### src/rtl/dmem_copy_engine.sv
`default_nettype none
// ============================================================================
// Module   : dmem_copy_engine
// Purpose  : Byte-wise block copy / block fill initiator for the data memory.
// Revision : 1.0 - initial release
// ============================================================================
module dmem_copy_engine #(
    parameter int ADDRESS_LINE = 8
) (
    input  logic                    clock,
    input  logic                    reset,
    input  logic                    start,
    input  logic                    mode,
    input  logic [ADDRESS_LINE-1:0] src_addr,
    input  logic [ADDRESS_LINE-1:0] dst_addr,
    input  logic [ADDRESS_LINE-1:0] length,
    input  logic [7:0]              fill_value,
    input  logic [7:0]              mem_read_data,
    output logic [ADDRESS_LINE-1:0] mem_address,
    output logic [7:0]              mem_write_data,
    output logic                    mem_write,
    output logic                    mem_read,
    output logic                    busy,
    output logic                    done
);

    localparam logic [1:0] S_IDLE  = 2'd0;
    localparam logic [1:0] S_READ  = 2'd1;
    localparam logic [1:0] S_WRITE = 2'd2;
    localparam logic [1:0] S_DONE  = 2'd3;

    logic [1:0]              r_state;
    logic                    r_mode;
    logic [ADDRESS_LINE-1:0] r_src;
    logic [ADDRESS_LINE-1:0] r_dst;
    logic [ADDRESS_LINE-1:0] r_len;
    logic [7:0]              r_fill;
    logic [7:0]              r_data;
    logic [ADDRESS_LINE:0]   r_idx;

    logic [ADDRESS_LINE:0]   w_idx_next;
    logic                    w_last;
    logic [ADDRESS_LINE-1:0] w_src_ptr;
    logic [ADDRESS_LINE-1:0] w_dst_ptr;

    // Index is one bit wider than the length so i+1 never aliases to zero.
    assign w_idx_next = r_idx + {{ADDRESS_LINE{1'b0}}, 1'b1};
    assign w_last     = (w_idx_next == {1'b0, r_len});
    assign w_src_ptr  = r_src + r_idx[ADDRESS_LINE-1:0];
    assign w_dst_ptr  = r_dst + r_idx[ADDRESS_LINE-1:0];

    always_ff @(posedge clock) begin
        if (reset) begin
            r_state <= S_IDLE;
            r_mode  <= 1'b0;
            r_src   <= '0;
            r_dst   <= '0;
            r_len   <= '0;
            r_fill  <= '0;
            r_data  <= '0;
            r_idx   <= '0;
        end else begin
            case (r_state)
                S_IDLE: begin
                    if (start) begin
                        r_mode <= mode;
                        r_src  <= src_addr;
                        r_dst  <= dst_addr;
                        r_len  <= length;
                        r_fill <= fill_value;
                        r_idx  <= '0;
                        if (length == '0)
                            r_state <= S_DONE;
                        else if (mode)
                            r_state <= S_WRITE;
                        else
                            r_state <= S_READ;
                    end
                end
                S_READ: begin
                    r_data  <= mem_read_data;
                    r_state <= S_WRITE;
                end
                S_WRITE: begin
                    r_idx <= w_idx_next;
                    if (w_last)
                        r_state <= S_DONE;
                    else if (r_mode)
                        r_state <= S_WRITE;
                    else
                        r_state <= S_READ;
                end
                default: r_state <= S_IDLE;
            endcase
        end
    end

    // Memory outputs decode only from registered state, never from start.
    always_comb begin
        mem_address    = '0;
        mem_write_data = '0;
        mem_write      = 1'b0;
        mem_read       = 1'b0;
        busy           = 1'b0;
        done           = 1'b0;
        case (r_state)
            S_READ: begin
                mem_read    = 1'b1;
                mem_address = w_src_ptr;
                busy        = 1'b1;
            end
            S_WRITE: begin
                mem_write      = 1'b1;
                mem_address    = w_dst_ptr;
                mem_write_data = r_mode ? r_fill : r_data;
                busy           = 1'b1;
            end
            S_DONE:  done = 1'b1;
            default: ;
        endcase
    end

endmodule
`default_nettype wire
### config.mk
export PLATFORM = sky130hd
export DESIGN_NAME = dmem_copy_engine
export DESIGN_NICKNAME = d
export VERILOG_FILES = /design/src/rtl/dmem_copy_engine.sv
export SDC_FILE = /design/constraint.sdc
export NUM_CORES = 1
export LEC_CHECK = 0
export BUFFER_PORTS_ARGS = -buffer_cell sky130_fd_sc_hd__buf_2
export CORE_MARGIN = 2
export CORE_UTILIZATION = 25
export DETAILED_ROUTE_END_ITERATION = 6
export SLEW_MARGIN = 20
export SYNTH_ARGS = -nofsm -noshare
export SYNTH_HDL_FRONTEND = slang
export SYNTH_SLANG_ARGS = --single-unit
export TNS_END_PERCENT = 30
### constraint.sdc
create_clock -name clock -period 4.97 [get_ports clock]
set_input_delay 0.994 -clock clock [delete_from_list [all_inputs] [get_ports clock]]
set_output_delay 0.994 -clock clock [all_outputs]
set_load 0.1 [all_outputs]
== Word-level counts from Yosys, hierarchy flattened ==
Index checks and enable logic that the tools add are counted.
Word-level totals
  flip-flop bits (word level): 52
  input bits: 44
  output and inout bits: 20
Operators by class
  add/sub/neg operators: 3
  eq/ne operators: 5
  multiplexer cells: 15
  reduce and logical (&&, ||, !) cells: 6
Operator list (number)
  one-hot mux 9 bit (2 select lines): 1
  adder 8 bit: 2
  two-way mux 8 bit: 2
  one-hot mux 8 bit (2 select lines): 1
  two-way mux 2 bit: 5
  adder 9 x 1 -> 9 bit, second input constant: 1
  == test 9 x 8 -> 1 bit: 1
  two-way mux 9 bit: 1
  zero test 8 bit: 1
  one-hot mux 2 bit (3 select lines): 1
  == test 2 bit, second input constant: 2
  two-way mux 1 bit: 4
  AND reduction 2 bit: 2
  == test 2 x 1 -> 1 bit, second input constant: 1
  zero test 2 bit: 1
  != test 2 bit, second input constant: 1
  nonzero test 2 bit: 1
  OR reduction 2 bit: 1

== Logic depth before layout (Yosys ltp) ==
Gate-level depths: netlist of the first run.
  depth after elaboration: 4
  gate-level depth with buffers: 13
  mapped depth without buffers: 12

== Worst setup path before layout of the first run ==
Ideal clock, no wire load.
  path type: register to output
  start: register r_state[0]
  end: output mem_address[2]
  data arrival time: 4921 ps
  setup slack: -945 ps
  stages on the path, launching flop included: 9
  path buffers: 2
  path through: dfxtp_1 > inv_1 > ha_1 > clkbuf_1 > clkbuf_1 > mux2_2 > ha_1 > nor2b_1 > nor3b_1
Between the ends
  word-level cells in the longest chain between the ends: 2
  elaborated cells on any way between the ends: 3
  classes of those cells: 2 x eq/ne; 1 x mux
Ends and longest elaborated chain
  from (decl): RTL line 32  | logic [1:0] r_state;
  from (signal assigned): RTL line 54  | r_state <= S_IDLE;
  from (signal assigned): RTL line 73  | r_state <= S_DONE;
  from (signal assigned): RTL line 75  | r_state <= S_WRITE;
  == test 2 bit / == test 2 x 1 -> 1 bit (equally long branches): RTL line 106  | case (r_state)
  one-hot mux 8 bit (2 select lines) (*): RTL line 106
  to (decl): RTL line 19  | output logic [ADDRESS_LINE-1:0] mem_address,
Mark *: on every way between the ends. The rest lies on a longest branch, timed or not.

== Worst setup path after layout of the first run ==
  start: register r_state[1]
  end: output mem_address[7]
The elaborated chain is that of the path after synthesis.

==> out/qor.txt, run 1 <==
Post-synthesis async set-or-reset flop share = 0%
Clock latency on the worst-skew pair = 290 ps
Synth top area cells = dfxtp_1 (35%), nand2_1 (10%), mux2i_1 (7.5%)
Area Growth Syn to Fin = 19.4%
Largest family of logic cells by synthesized area = simple AND/OR/NAND/NOR gates
DRC violations left = 0
Critical path buffers and inverters = 2
Iteration-0 DRC count of the detailed router = 118
Share of the synthesized area in the top cell type = 35.5%
Post-DP Area = 3350 sq um
Clk slew on worst S/H paths = 60 ps
Critical Setup Path Class = reg2out
Power, Total = 1280 uW
Synthesized area = 2930 sq um
Clk sink count = 52
Worst-path cell chain = ha_1 > buf_4 > mux2_2 > ha_1 > nand2_1 > o21ai_1 > o41ai_1 > xnor2_1 > and2_1 > buf_2
Setup WS post-layout = 657 ps
Max FO, Critical Path = 26
CP Data Arrival Time = 3320 ps
Status = finished clean
Mapped Cells = 368
Fmax = 0.232 GHz
XOR/XNOR Fraction of Synth Area = 4.18%
GP Congestion = 0.769
Grt total ovfl = 0
IO buf count = 63
Syn_area_per_cell = 7.97 sq um
Ys Warns = 0
Largest net degree at the start of global routing = 55
Compound-Gate Fraction of Synth Area = 15.5%
Site row count = 39
Comb pwr share = 33.4%
Filler Cells Inserted = 1253
Final Hold Violating Endpoints = 0
CP peak stage delay = 430 ps
Ys flop type = dfxtp_1
TritonCTS clock tree = yes
EDFF count, synth = 0
Diode count = 0
Synth Area in Simple Gates = 24.5%
Final ANT Viol Nets = 0
Multi-input gate area = 1770 sq um
Part of the power in the clock network = 27.7%
Most numerous cell in the Yosys netlist = nand2_1
RSZ-0062 raised after global routing = no
Number of global-route vias before repair = 2536
Num CTS Buffers = 5
Initial Util = 25.7%
Worst min-delay path class = reg2reg
Clk buf depth = 2
Syn_nets = 425
Post-synthesis sequential area ratio = 35.5%
Resized Gates After CTS = 0
CTS Root Cell = clkbuf_16
DR WL/cell = 13.6 microns
PwrDens = 365 nW/um^2
Max cap viols = 0
Post-route cell area = 3500 sq um
CP startpoint kind = flop
Share of cells above drive strength 1 = 21.5%
Hold buffer count at cts = 0
Final setup viols = 0
First-pass GRT wire length = 12200 microns
Delay-heaviest family, CP = buffers and inverters
Core area = 11400 sq um
FF+latch area = 1040 sq um
Worst slack, placed = 959 ps
Ports = 64
Fin crit period = 4310 ps
Htree depth = 2
Req. time, crit path = 3980 ps
Switching pwr = 490 uW
Synth top cells by count = nand2_1 (82), dfxtp_1 (52), a21oi_1 (43), nor2_1 (28), mux2i_1 (22)
Drt pass-1 iters = 4
Post-synthesis mux area share = 10.2%
Hold slack = 454 ps
Final HPWL DP = 5590 microns
Library cells used by synthesis = 49
Die X = 112 microns
Vias/cell = 4.73
Yosys reg bits = 52
Sequential Power Share = 38.9%
Setup Skew = 8.36 ps
Initial antenna violation count = 0
Switching Share = 38.3%
Total GRT Usage = 11.8%
Slowest cell on the critical path = dfxtp_1
CP Capture Type = output port
Max VDD drop = 0.136 mV
Final WL = 7640 microns
Post-synthesis adder-cell area fraction = 5.80%
Die area = 12600 sq um
Via Count = 2656
Fin. max-slew vios = 0
Int Pwr = 789 uW
Headroom to the max-slew limit = 34.9%
Post-CTS Setup Bufs = 0
Leak = 0.00145 uW
Critical Path Most Common Cell = ha_1
Nets = 474
Setup TNS = 0 ps
Part of the cycle the worst path needs = 86.8%
Synth area leader = dfxtp_1
Die height = 112 microns
Worst-Margin Slew = 977 ps
==> path summary, 6_finish.rpt <==
path,from,end,slack (ps),cells past startpoint
setup / recovery,r_state[1],mem_address[7],660,10
hold reg to reg,r_dst[1],r_dst[1],450,2
setup reg to reg,r_idx[0],r_state[0],2590,7
hold / removal,r_dst[1],r_dst[1],450,2
==> power by group through the flow <==
stage               sequential [uW]  clock, uW  combinational (uW)
detailed placement              507          0                 430
global route                    503        378                 464
global placement                505          0                 422
CTS                             497        361                 432
finish                          497        354                 427
floorplan                       492          0                 346
==> sequential cells by signal, indices dropped and copies added, names as in the netlist <==
signal / flops
r_idx: 9
r_data: 8
r_dst: 8
r_fill: 8
r_len: 8
r_src: 8
r_state: 2
r_mode: 1
==> worst reg2reg max path: cells and delay by family, from the launching register on <==
family | cells | cell delay [ps]
adder cells (fa/ha/maj) | 1 | 360
flip-flops | 1 | 520
XOR/XNOR | 1 | 210
AO/OA/AOI/OAI | 2 | 270
AND/OR/NAND/NOR | 3 | 960
==> per-stage QoR <==
step / util, % / cells
5_1_grt: 30.7 / 561
2_1_floorplan: - / 368
3_3_place_gp: 29.4 / 553
4_1_cts: 30.7 / 561
6_report: 30.7 / 561
3_5_place_dp: 29.4 / 553
==> area by class of cell <==
type / instances / share of cell area [%]
multi-input cells: 285 / 50.6
inverters: 8 / 0.857
clock buffers: 7 / 4.07
repair buffers: 65 / 9.43
clock inverters: 1 / 0.214
flip-flops and latches: 52 / 29.7
well taps: 143 / 5.11
==> per-layer routing <==
metal  global-route usage [%]  vias to the layer above  wire length (microns)
li1                         -                     1348                      -
met1                     14.1                     1247                   3380
met2                     21.6                       53                   3900
met3                     1.94                        8                    231
met4                     3.82                        0                    122
met5                        0                        -                      0
==> kinds of logic (layout without fill, tap and decap cells) <==
logic type,after synthesis,in the layout
xor+xnor,14,14
fa+ha+maj,13,13
mux,29,29
simple gates,153,153
compound gates,76,76
flops,52,52
buf+inv,31,81
==> layout by cell type, fill, tap and decap left out, drive strengths merged, types with 2 or more instances in the layout <==
cell and n:
xor2 3, nand2 82, and2 7, nor3 4, or4 3, nor4 2
nor2b 11, o21ai 9, nand3 3, ha 12, a22oi 6, nor3b 2
o211ai 3, a21oi 43, inv 8, buf 65, mux2i 22, xnor2 11
dfxtp 52, nand4 2, nor2 28, mux2 7, a31oi 3, clkbuf 7
a21o 4, nand2b 3
Note: power is estimated with default switching activity, not from simulation.
==> inputs of run 2 (changes only) <==
--- a/config.mk
+++ b/config.mk
@@ -6,6 +6,7 @@
 export NUM_CORES = 1
 export LEC_CHECK = 0
 export BUFFER_PORTS_ARGS = -buffer_cell sky130_fd_sc_hd__buf_2
+export CORE_ASPECT_RATIO = 0.75
 export CORE_MARGIN = 2
 export CORE_UTILIZATION = 25
 export DETAILED_ROUTE_END_ITERATION = 6
==> out/qor.txt, run 2 (synthesis gave the netlist of run 1 again) <==
Grt total ovfl = 0 (unchanged)
Critical Path Stages = 10 (unchanged)
Largest net degree at the start of global routing = 55 (unchanged)
Crit path from = r_state[1]
Final HPWL DP = 5600 microns (about the same)
Status = finished clean
Req. time, crit path = 3980 ps (about the same)
Core area = 11500 sq um (+0.96%)
Max FO, Critical Path = 8 (-69%)
Die area = 12600 sq um (about the same)
Share of cells above drive strength 1 = 21.8% (+0.24 points)
Die X = 129 microns (+15%)
Setup Skew = 5.30 ps (-3.06 ps)
Final WL = 7800 microns (+2.1%)
Worst-Margin Slew = 1000 ps (+25.4 ps)
Switching Share = 39.7% (+1.4 points)
Worst-case reg-to-reg path depth = 7 (unchanged)
Critical path buffers and inverters = 1 (-1)
Resized Gates After CTS = 0 (unchanged)
GP Congestion = 0.829 (+7.8%)
Iteration-0 DRC count of the detailed router = 119 (+0.85%)
Num CTS Buffers = 5 (unchanged)
R2r startpoint = r_idx[0]
Reg2Reg Setup Slack = 2590 ps (about the same)
First-pass GRT wire length = 12700 microns (+4.2%)
DRC violations left = 0 (unchanged)
Initial Util = 25.5% (-0.25 points)
Diode count = 0 (unchanged)
Int Pwr = 782 uW (-0.79%)
Hold buffer count at cts = 0 (unchanged)
Die height = 97.8 microns (-13%)
TritonCTS clock tree = yes
Post-DP Area = 3380 sq um (+0.71%)
Final Util = 30.6% (-0.054 points)
Fin. max-slew vios = 0 (unchanged)
Part of the power in the clock network = 28.5% (+0.8 points)
Critical Path Most Common Cell = ha_1
Fmax = 0.228 GHz (-1.8%)
Final ANT Viol Nets = 0 (unchanged)
Hold path start = r_src[4]
Hold depth = 2 (unchanged)
Ports = 64 (unchanged)
Nets = 474 (unchanged)
Max reg flops = 9 (unchanged)
Gr busiest metal = met1
CTS Root Cell = clkbuf_16
Headroom to the max-slew limit = 33.2% (-1.7 points)
Final setup viols = 0 (unchanged)
Fin cells = 580 (+3.4%)
CP peak stage delay = 430 ps (about the same)
Via Count = 2674 (+0.68%)
Worst slack, placed = 923 ps (-36.2 ps)
Fin crit period = 4390 ps (+78.4 ps)
Part of the cycle the worst path needs = 88.4% (+1.6 points)
Worst-path cell chain = ha_1 > mux2_2 > ha_1 > a21o_1 > a21oi_1 > o21ai_1 > o41ai_1 > xnor2_1 > and2_1 > buf_2
Sequential Power Share = 38.3% (-0.6 points)
Vias/cell = 4.61 (-2.6%)
Most frequent cells in the layout = nand2_1 (81), buf_2 (63), dfxtp_1 (52)
Crit path to = mem_address[7]
Drt pass-1 iters = 4 (unchanged)
Post-CTS Setup Bufs = 0 (unchanged)
Commonest non-fill, non-tap cell in the layout = nand2_1
Worst min-delay path class = reg2reg
Clock latency on the worst-skew pair = 300 ps (about the same)
Slowest cell on the critical path = dfxtp_1
Number of global-route vias before repair = 2557 (+0.83%)
RSZ-0062 raised after global routing = no
Biggest register = r_idx
Delay-heaviest family, CP = compound AO/OA/AOI/OAI gates
Total GRT Usage = 12.6% (+0.76 points)
Placed instance count = 572 (+3.4%)
CP Data Arrival Time = 3400 ps (+80 ps)
Clk sink count = 52 (unchanged)
Site row count = 34 (-13%)
GR Layer Usage met3 = 2.47% (+0.52 points)
Switching pwr = 516 uW (+5.3%)
Met1 GRT Util = 18.4% (+4.3 points)
Post-route cell area = 3530 sq um (+0.79%)
PwrDens = 367 nW/um^2 (+0.74%)
Setup WS post-layout = 579 ps (-78.4 ps)
Max cap viols = 0 (unchanged)
FF-to-FF End = r_state[0]
Comb pwr share = 33.2% (-0.2 points)
Hold slack = 457 ps (+2.30 ps)
IO buf count = 63 (unchanged)
Final Hold Violating Endpoints = 0 (unchanged)
Htree depth = 2 (unchanged)
Clk slew on worst S/H paths = 80 ps (+20 ps)
CP Capture Type = output port
Met2 GRT Util = 18.3% (-3.3 points)
Clk buf depth = 2 (unchanged)
Leak = 0.00146 uW (+0.45%)
Area Growth Syn to Fin = 20.4%
Max VDD drop = 0.153 mV (+12%)
Critical Setup Path Class = reg2out
Filler Cells Inserted = 1237 (-1.3%)
Initial antenna violation count = 0 (unchanged)
DR WL/cell = 13.5 microns (-1.2%)
CP startpoint kind = flop
-- run 2: cell count changes in the layout (fill, tap and decap cells not counted) --
cell        previous run  this run
inv_6                  0         2
clkbuf_1               1         0
clkbuf_8               1         0
clkinvlp_4             1         0
inv_8                  0         1
-- run 2: layout make-up --
type / count / area [sq um] / share of cell area (%)
repair buffers: 65 / 330 / 9.35
clock inverters: 3 / 28.8 / 0.815
inverters: 8 / 30.0 / 0.850
multi-input cells: 285 / 1770 / 50.2
well taps: 162 / 203 / 5.74
clock buffers: 5 / 125 / 3.54
flip-flops and latches: 52 / 1040 / 29.5
-- run 2: how the worst min path moves through the flow --
stage | end
global route | r_dst[3]
floorplan | r_dst[0]
CTS | r_dst[3]
detailed placement | r_dst[3]
global placement | r_fill[4]
finish | r_src[4]
-- run 2: worst register-to-register path, cell delays in order, from the launching register on --
cell and delay (ps):
dfxtp_1 540, ha_1 380, and2_4 240, nand4_2 140, xnor2_1 220, o2111ai_1 140, or4_1 550, o211ai_2 90
-- run 2: metal layers --
layer  share of wire [%]  wire length, microns
met4                 1.7                   129
met2                  43                  3340
met5                   0                     0
met1                  52                  4050
met3                 3.6                   279
-- run 2: power by group through the flow --
stage	clock network (uW)	logic, uW	registers, uW
after floorplan	0	346	492
after global placement	0	424	507
after detailed placement	0	431	506
after CTS	379	433	497
after global routing	394	468	504
final	370	431	497
-- run 2: stage by stage --
stage | power [uW] | TNS (ps)
2_1_floorplan | 838 | -1020
3_3_place_gp | 931 | 0
3_5_place_dp | 938 | 0
4_1_cts | 1310 | 0
5_1_grt | 1370 | 0
6_report | 1300 | 0
